File: src/rtl/mem_arbiter_if.sv
// Bus bundle between the datapath, the memory arbiter and the shared RAM port.
// The slave modport is the arbiter's view; the master modport is the view of
// whatever drives requests and models the RAM (datapath plus memory).
// Optional macro MEM_ARB_PERF_EN adds the icount/dcount/stall_cnt counters.
interface mem_arbiter_if #(
  parameter int WORD_W = 32
);
  logic              iREN;
  logic [WORD_W-1:0] iaddr;
  logic [WORD_W-1:0] iload;
  logic              ihit;
  logic              dREN;
  logic              dWEN;
  logic [WORD_W-1:0] daddr;
  logic [WORD_W-1:0] dstore;
  logic [WORD_W-1:0] dload;
  logic              dhit;
  logic              ram_REN;
  logic              ram_WEN;
  logic [WORD_W-1:0] ram_addr;
  logic [WORD_W-1:0] ram_store;
  logic [WORD_W-1:0] ram_load;
  logic              ram_ready;
  logic              err;
`ifdef MEM_ARB_PERF_EN
  logic [WORD_W-1:0] icount;
  logic [WORD_W-1:0] dcount;
  logic [WORD_W-1:0] stall_cnt;
`endif

`ifdef MEM_ARB_PERF_EN
  modport slave (
    input  iREN, iaddr, dREN, dWEN, daddr, dstore, ram_load, ram_ready,
    output iload, ihit, dload, dhit, ram_REN, ram_WEN, ram_addr, ram_store, err,
    output icount, dcount, stall_cnt
  );
  modport master (
    output iREN, iaddr, dREN, dWEN, daddr, dstore, ram_load, ram_ready,
    input  iload, ihit, dload, dhit, ram_REN, ram_WEN, ram_addr, ram_store, err,
    input  icount, dcount, stall_cnt
  );
`else
  modport slave (
    input  iREN, iaddr, dREN, dWEN, daddr, dstore, ram_load, ram_ready,
    output iload, ihit, dload, dhit, ram_REN, ram_WEN, ram_addr, ram_store, err
  );
  modport master (
    output iREN, iaddr, dREN, dWEN, daddr, dstore, ram_load, ram_ready,
    input  iload, ihit, dload, dhit, ram_REN, ram_WEN, ram_addr, ram_store, err
  );
`endif
endinterface

File: src/rtl/mem_arbiter.sv
// Single-port memory arbiter: serialises instruction-fetch and data accesses
// onto one RAM port, data first, with a one-cycle DONE turnaround that carries
// the hit (or watchdog error) pulse. An access that sees MAX_WAIT consecutive
// not-ready cycles is aborted and reported on err.
// Optional macro MEM_ARB_PERF_EN adds saturating hit and stall counters.
module mem_arbiter #(
  parameter int WORD_W   = 32,
  parameter int MAX_WAIT = 15
) (
  input logic           CLK,
  input logic           nRST,
  mem_arbiter_if.slave  bus
);

  typedef enum logic [1:0] {IDLE, IACC, DACC, DONE} state_t;
  typedef enum logic [1:0] {DONE_NONE, DONE_I, DONE_D, DONE_ERR} done_t;

  // Wait counter is 8 bits since MAX_WAIT is limited to 255.
  localparam logic [7:0] WAIT_LAST = 8'(MAX_WAIT - 1);

  state_t            state_q, state_d;
  done_t             done_q, done_d;
  logic              op_write_q, op_write_d;
  logic [WORD_W-1:0] addr_q, addr_d;
  logic [WORD_W-1:0] store_q, store_d;
  logic [WORD_W-1:0] iload_q, iload_d;
  logic [WORD_W-1:0] dload_q, dload_d;
  logic [7:0]        wait_q, wait_d;
  logic              ram_ren, ram_wen;
  logic              in_access;

  assign in_access = (state_q == IACC) || (state_q == DACC);

  // State and datapath registers; reset also drops any in-flight access.
  always_ff @(posedge CLK) begin
    if (!nRST) begin
      state_q    <= IDLE;
      done_q     <= DONE_NONE;
      op_write_q <= 1'b0;
      addr_q     <= '0;
      store_q    <= '0;
      iload_q    <= '0;
      dload_q    <= '0;
      wait_q     <= '0;
    end else begin
      state_q    <= state_d;
      done_q     <= done_d;
      op_write_q <= op_write_d;
      addr_q     <= addr_d;
      store_q    <= store_d;
      iload_q    <= iload_d;
      dload_q    <= dload_d;
      wait_q     <= wait_d;
    end
  end

  // Next-state, latch and strobe logic; requests are only looked at in IDLE.
  always_comb begin
    state_d    = state_q;
    done_d     = done_q;
    op_write_d = op_write_q;
    addr_d     = addr_q;
    store_d    = store_q;
    iload_d    = iload_q;
    dload_d    = dload_q;
    wait_d     = wait_q;
    ram_ren    = 1'b0;
    ram_wen    = 1'b0;

    case (state_q)
      IDLE: begin
        if (bus.dREN || bus.dWEN) begin
          addr_d     = bus.daddr;
          store_d    = bus.dstore;
          op_write_d = bus.dWEN;
          state_d    = DACC;
        end else if (bus.iREN) begin
          addr_d  = bus.iaddr;
          state_d = IACC;
        end
      end
      IACC, DACC: begin
        ram_ren = (state_q == IACC) || !op_write_q;
        ram_wen = (state_q == DACC) && op_write_q;
        if (bus.ram_ready) begin
          if (state_q == IACC) begin
            iload_d = bus.ram_load;
            done_d  = DONE_I;
          end else begin
            if (!op_write_q) begin
              dload_d = bus.ram_load;
            end
            done_d = DONE_D;
          end
          wait_d  = '0;
          state_d = DONE;
        end else if (wait_q == WAIT_LAST) begin
          done_d  = DONE_ERR;
          wait_d  = '0;
          state_d = DONE;
        end else begin
          wait_d = wait_q + 8'd1;
        end
      end
      DONE: begin
        state_d = IDLE;
      end
      default: begin
        state_d = IDLE;
      end
    endcase
  end

  assign bus.ram_REN   = ram_ren;
  assign bus.ram_WEN   = ram_wen;
  assign bus.ram_addr  = addr_q;
  assign bus.ram_store = store_q;
  assign bus.iload     = iload_q;
  assign bus.dload     = dload_q;
  assign bus.ihit      = (state_q == DONE) && (done_q == DONE_I);
  assign bus.dhit      = (state_q == DONE) && (done_q == DONE_D);
  assign bus.err       = (state_q == DONE) && (done_q == DONE_ERR);

`ifdef MEM_ARB_PERF_EN
  logic [WORD_W-1:0] icount_q, dcount_q, stall_q;

  // Saturating completion and stall counters.
  always_ff @(posedge CLK) begin
    if (!nRST) begin
      icount_q <= '0;
      dcount_q <= '0;
      stall_q  <= '0;
    end else begin
      if (bus.ihit && (icount_q != '1)) begin
        icount_q <= icount_q + 1'b1;
      end
      if (bus.dhit && (dcount_q != '1)) begin
        dcount_q <= dcount_q + 1'b1;
      end
      if (in_access && !bus.ram_ready && (stall_q != '1)) begin
        stall_q <= stall_q + 1'b1;
      end
    end
  end

  assign bus.icount    = icount_q;
  assign bus.dcount    = dcount_q;
  assign bus.stall_cnt = stall_q;
`else
  logic unused_access;
  assign unused_access = in_access;
`endif

endmodule

File: src/flat_wrapper.sv
// flat-port wrapper written by rule: the top's interface ports become plain ports
module mem_arbiter_flat 
#(
  parameter int WORD_W   = 32,
  parameter int MAX_WAIT = 15
)
  (CLK, nRST, bus_iREN, bus_iaddr, bus_dREN, bus_dWEN, bus_daddr, bus_dstore, bus_ram_load, bus_ram_ready, bus_iload, bus_ihit, bus_dload, bus_dhit, bus_ram_REN, bus_ram_WEN, bus_ram_addr, bus_ram_store, bus_err);
  mem_arbiter_if #(.WORD_W(WORD_W)) bus_i ();
  input logic CLK;
  input logic nRST;
  input wire logic [$bits(bus_i.iREN)-1:0] bus_iREN;
  input wire logic [$bits(bus_i.iaddr)-1:0] bus_iaddr;
  input wire logic [$bits(bus_i.dREN)-1:0] bus_dREN;
  input wire logic [$bits(bus_i.dWEN)-1:0] bus_dWEN;
  input wire logic [$bits(bus_i.daddr)-1:0] bus_daddr;
  input wire logic [$bits(bus_i.dstore)-1:0] bus_dstore;
  input wire logic [$bits(bus_i.ram_load)-1:0] bus_ram_load;
  input wire logic [$bits(bus_i.ram_ready)-1:0] bus_ram_ready;
  output wire logic [$bits(bus_i.iload)-1:0] bus_iload;
  output wire logic [$bits(bus_i.ihit)-1:0] bus_ihit;
  output wire logic [$bits(bus_i.dload)-1:0] bus_dload;
  output wire logic [$bits(bus_i.dhit)-1:0] bus_dhit;
  output wire logic [$bits(bus_i.ram_REN)-1:0] bus_ram_REN;
  output wire logic [$bits(bus_i.ram_WEN)-1:0] bus_ram_WEN;
  output wire logic [$bits(bus_i.ram_addr)-1:0] bus_ram_addr;
  output wire logic [$bits(bus_i.ram_store)-1:0] bus_ram_store;
  output wire logic [$bits(bus_i.err)-1:0] bus_err;
  assign bus_i.iREN = bus_iREN;
  assign bus_i.iaddr = bus_iaddr;
  assign bus_i.dREN = bus_dREN;
  assign bus_i.dWEN = bus_dWEN;
  assign bus_i.daddr = bus_daddr;
  assign bus_i.dstore = bus_dstore;
  assign bus_i.ram_load = bus_ram_load;
  assign bus_i.ram_ready = bus_ram_ready;
  assign bus_iload = bus_i.iload;
  assign bus_ihit = bus_i.ihit;
  assign bus_dload = bus_i.dload;
  assign bus_dhit = bus_i.dhit;
  assign bus_ram_REN = bus_i.ram_REN;
  assign bus_ram_WEN = bus_i.ram_WEN;
  assign bus_ram_addr = bus_i.ram_addr;
  assign bus_ram_store = bus_i.ram_store;
  assign bus_err = bus_i.err;
  mem_arbiter #(.WORD_W(WORD_W), .MAX_WAIT(MAX_WAIT)) u_core (.CLK(CLK), .nRST(nRST), .bus(bus_i));
endmodule
File: config.mk
export PLATFORM = sky130hd
export DESIGN_NAME = mem_arbiter_flat
export DESIGN_NICKNAME = d
export VERILOG_FILES = /design/src/rtl/mem_arbiter_if.sv /design/src/rtl/mem_arbiter.sv /design/src/flat_wrapper.sv
export SDC_FILE = /design/constraint.sdc
export NUM_CORES = 1
export LEC_CHECK = 0
export CAP_MARGIN = 25
export CORE_MARGIN = 2
export CORE_UTILIZATION = 42
export DETAILED_ROUTE_END_ITERATION = 10
export PLACE_DENSITY = 0.89
export SKIP_LAST_GASP = 1
export SLEW_MARGIN = 10
export SYNTH_ARGS = -nofsm -noshare
export SYNTH_HDL_FRONTEND = slang
export SYNTH_SLANG_ARGS = --single-unit
File: constraint.sdc
create_clock -name CLK -period 1.9 [get_ports CLK]
set_input_delay 0.38 -clock CLK [delete_from_list [all_inputs] [get_ports CLK]]
set_output_delay 0.38 -clock CLK [all_outputs]
set_load 0.03 [all_outputs]
-- Word level (Yosys, flattened, before mapping)
Cells that the tools add are included.
- add/subtract/negate cells: 1
- eq/ne operators: 9
- muxes and demuxes: 13
- bitwise gates (word level): 2
- reductions and logical operators: 17
- operator list (kind ; number):
    two-way mux 32 bit ; 2
    two-way mux 8 bit ; 2
    two-way mux 2 bit ; 6
    adder 8 x 1 -> 8 bit, second input constant ; 1
    == test 2 bit, second input constant ; 4
    == test 8 x 4 -> 1 bit, second input constant ; 1
    AND reduction 2 bit ; 4
    inequality test 3 x 2 -> 1 bit, second input constant ; 2
    one-hot mux 2 bit (3 select lines) ; 1
    == test 2 x 1 -> 1 bit, second input constant ; 2
    logical AND 1 bit ; 4
    AND reduction 4 bit ; 1
    nonzero test 2 bit ; 2
    AND reduction 3 bit ; 1
    logical NOT 2 bit ; 1
    logical OR 1 bit ; 2
    two-way mux 1 bit ; 2
    NOT 1 bit ; 2
    OR reduction 2 bit ; 1
    logical NOT 1 bit ; 1
- flip-flop bits (word level): 141
- output and inout port bits: 133

-- Longest topological paths before layout
- word-level depth: 4
- mapped depth: 9
- depth with buffers taken out: 6

-- Worst setup path before layout
No wires, ideal clock.
- path type: register to output
- start point: register u_core.state_q[0]
- end point: output port bus_ram_REN
- arrival time: 1.415 ns
- data required time: 1.520 ns
- slack: 0.105 ns
- cell stages (with the launch flop): 6
- buffers on the path: 1
- path through: dfxtp_1 > inv_1 > ha_1 > buf_4 > inv_1 > a21oi_1
- word-level cells in the longest chain between the ends: 3
- elaborated cells on any way between the ends: 5
- those cells by class: 2 x eq/ne; 1 x mux; 2 x reduce/logical
- RTL lines (item ; RTL line ; text):
    start, declared ; mem_arbiter.sv:21 ; state_t state_q, state_d;
    start signal, assigned ; mem_arbiter.sv:46 ; state_q <= state_d;
    == test 2 bit / == test 2 x 1 -> 1 bit (equally long branches) ; n/a ;
    OR reduction 2 bit / logical OR 1 bit (equally long branches) ; mem_arbiter.sv:70, mem_arbiter.sv:83 ;
    two-way mux 1 bit (*) ; mem_arbiter.sv:70 ; case (state_q)
    end, declared ; flat_wrapper.sv:23 ; output wire logic [$bits(bus_i.ram_REN)-1:0] bus_ram_REN;
Mark *: on every way between the ends. The rest lies on a longest branch, timed or not.

-- Worst setup path in the final report
Same ends and word-level chain as after synthesis.

==> flow_summary.ini <==
[clocking]
clk_pin_slew_ns = 0.06
cts_max_level = 4
clock_path_buffers = 2
cts-buffers-inserted = 17
cts-hold-fix-buffers = 0
clk_latency_ns = 0.41
clock_sinks = 141
cts_root_buf = clkbuf_16
cts_tree = built

[place]
placedCellCount = 1093
place_congestion = 0.830
portBuffers = 266
dp_hpwl_microns = 11700

[worst_hold_path]
hp-class = in2reg
min_from = nRST
min_path_cells = 2
min_to = u_core.bus.ram_addr[7]$_SDFFE_PN0P_

[timing]
hold_viol = 0
skew_ns = 0.00784
clock.fmax_ghz = 0.541
post-route-min-period_ns = 1.85
setup_viol = 0
fin_setup_tns_ns = 0
rsz0062_at_grt = true
fin_crit_sh_pct = 97.4
worst_slew_pin_slew_ns = 0.453
drv_slew = 0
slew-limit-headroom_pct = 69.8

[setup_path]
crit_required_ns = 1.52
path_class = reg2out
worstSetupEndpointType = output pin
max_stage_delay_ns = 0.38
path_delay_family = flip-flops
worstPathArrival_ns = 1.47
ff2ff_path_depth = 8
crit_chain = inv_2 > ha_4 > inv_2 > a21oi_2 > buf_6
start_kind = flip-flop
cp_common_cell = inv_2
cp_num_buf_inv = 3
cp_max_fo = 5
critical_path.reg2reg.startpoint = u_core.state_q[0]$_SDFFE_PN0P_
r2r_slack_ns = 0.10
cpMaxStageDelayCell = dfxtp_4
r2r_end = u_core.bus.dload[21]$_SDFFE_PN0P_

[pwr]
power_density_nw_per_um2 = 1370
power_mw = 12.7
p_leak_nw = 3.65
ir_drop_uv = 931

[run_status]
status = finished, final reports clean

[layout]
fin_nets = 1073
fin_cells = 1126
area_delta_synth_final_pct = 59.2
fillers = 1078
drive_gt1_share_pct = 7.93
antenna_cells = 0

[logic_synthesis]
syn_area_per_cell_sq_um = 8.53
synthArstFlopShare_pct = 0
synth-seq-area-share_pct = 48.4
synth-edff-count = 0
synth.distinct_cells = 39
syn_area_sq_um = 5830
yosysWarnings = 0
synth_flop_cell = dfxtp_1
ys_ff_latch = 141
syn_nets = 823
synth_cells = 683

[grt]
first_global_vias = 5671
grt_pass1_wl_microns = 27000
grt-ovfl-total = 0
grt_antenna_before_repair = 0
grt.total_usage_pct = 23.0
grt_max_degree = 47

[die]
dieArea_sq_um = 14800
initial_utilization_pct = 42.5
pin_count = 267
coreArea_sq_um = 13700
die_w_microns = 122
die_y_microns = 122
placementRows = 43

[routing]
via_per_inst = 5.01
post_drt_wl_per_cell_microns = 14.8
post-route-drc-count = 0
vias = 5645
ant_nets = 0
dr.pass1.iters = 4
drtIter0Drc = 392
routed_wl_microns = 16600

[run]
maxCapViolations = 0
power breakdown:
part | total, mW | internal, mW | switching (mW)
Combinational | 5.59 | 2.38 | 3.21
Sequential | 4.05 | 3.66 | 0.384
Clock | 3.10 | 1.83 | 1.26
Total | 12.7 | 7.87 | 4.86
kinds of logic (layout without fill, tap and decap cells):
logic type / count (synthesis) / count (layout) / synth area share, %
buffers and inverters: 60 / 323 / 5.82
adder cells (fa/ha/maj): 6 / 6 / 1.29
AO/OA/AOI/OAI: 175 / 175 / 22.8
multiplexers: 1 / 1 / 0.172
XOR/XNOR: 6 / 6 / 0.902
flip-flops: 141 / 141 / 48.4
AND/OR/NAND/NOR: 294 / 294 / 20.6
worst reg2reg max path, stage by stage, from the launching register on:
cell and delay (ns):
dfxtp_4 0.38, inv_2 0.07, ha_4 0.28, buf_4 0.14, nand2_4 0.07, or3_1 0.38
buf_12 0.20, nand2_1 0.11, a21boi_1 0.06
layout by cell type, fill, tap and decap left out, types with 2 or more instances in the layout:
master and count:
a21boi_0 38, a21boi_1 59, and2_1 3, buf_12 12
buf_2 2, buf_4 10, clkbuf_16 17, clkdlybuf4s50_1 260
clkinv_2 4, clkinv_4 2, clkinvlp_4 4, dfxtp_1 139
ha_1 4, ha_4 2, inv_1 3, inv_2 3
inv_6 2, nand2_1 233, nand3_1 35, nand4_1 2
nor2_1 11, nor2_2 2, o211a_1 34, o21ai_0 32
o21ai_2 2, xnor2_1 3, xor2_1 3
timing repair:
action	CTS	global route
gates resized for setup	17	5
endpoints found under the setup margin	3	3
buffers inserted	1	0
pin swaps	1	0
metal layers:
metal | global-route usage, % | routed length [microns] | up-vias
met5 | 0 | 0 | -
met1 | 25.1 | 6550 | 2621
met2 | 40.6 | 8300 | 206
li1 | - | - | 2785
met4 | 9.34 | 407 | 0
met3 | 8.01 | 1380 | 33
registers in the layout (all words and copies together), names as in the netlist:
signal,count
u_core.bus.dload,32
u_core.bus.iload,32
u_core.bus.ram_addr,32
u_core.bus.ram_store,32
u_core.done_q,2
u_core.op_write_q,1
u_core.state_q,2
u_core.wait_q,8
stage by stage:
step	hold slack (ns)	setup WS (ns)	cell area (sq um)	utilization, %
global placement	0.440	0.0773	8690	63.3
detailed placement	0.444	0.0352	8690	63.3
CTS	0.429	0.0173	9290	67.7
floorplan	0.461	0.105	5830	-
finish	0.446	0.0499	9280	67.6
global route	0.446	-0.00983	9280	67.6
cell usage after synthesis (10+ instances only):
| cell type | n | area, sq um |
|---|---|---|
| buf_2 | 19 | 95.1 |
| nand2_1 | 233 | 875 |
| o21ai_0 | 32 | 160 |
| clkbuf_1 | 21 | 78.8 |
| nor2_1 | 11 | 41.3 |
| buf_6 | 10 | 113 |
| nand3_1 | 35 | 175 |
| o211a_1 | 34 | 340 |
| dfxtp_1 | 141 | 2820 |
| a21boi_1 | 59 | 443 |
| a21boi_0 | 38 | 285 |
layout make-up:
| type | instances | area [sq um] | area share, % |
|---|---|---|---|
| clock buffer | 19 | 443 | 4.77 |
| clock inverter | 13 | 115 | 1.24 |
| inverter | 6 | 22.5 | 0.243 |
| multi-input combinational | 482 | 2710 | 29.2 |
| sequential | 141 | 2830 | 30.5 |
| tap | 180 | 225 | 2.43 |
| timing repair buffer | 285 | 2940 | 31.7 |
worst max path at each step:
stage / cells past startpoint / endpoint / slack, ns / start
2_1_floorplan: 5 / bus_ram_REN / 0.10 / u_core.state_q[0]$_SDFFE_PN0P_
4_1_cts: 4 / bus_ram_WEN / 0.02 / u_core.state_q[0]$_SDFFE_PN0P_
5_1_grt: 5 / bus_ram_REN / -0.01 / u_core.state_q[0]$_SDFFE_PN0P_
3_3_place_gp: 6 / u_core.state_q[0]$_SDFFE_PN0P_ / 0.08 / bus_ram_ready
3_5_place_dp: 6 / u_core.state_q[0]$_SDFFE_PN0P_ / 0.04 / bus_ram_ready
6_report: 5 / bus_ram_REN / 0.05 / u_core.state_q[0]$_SDFFE_PN0P_
(Power assumes the default switching activity.)
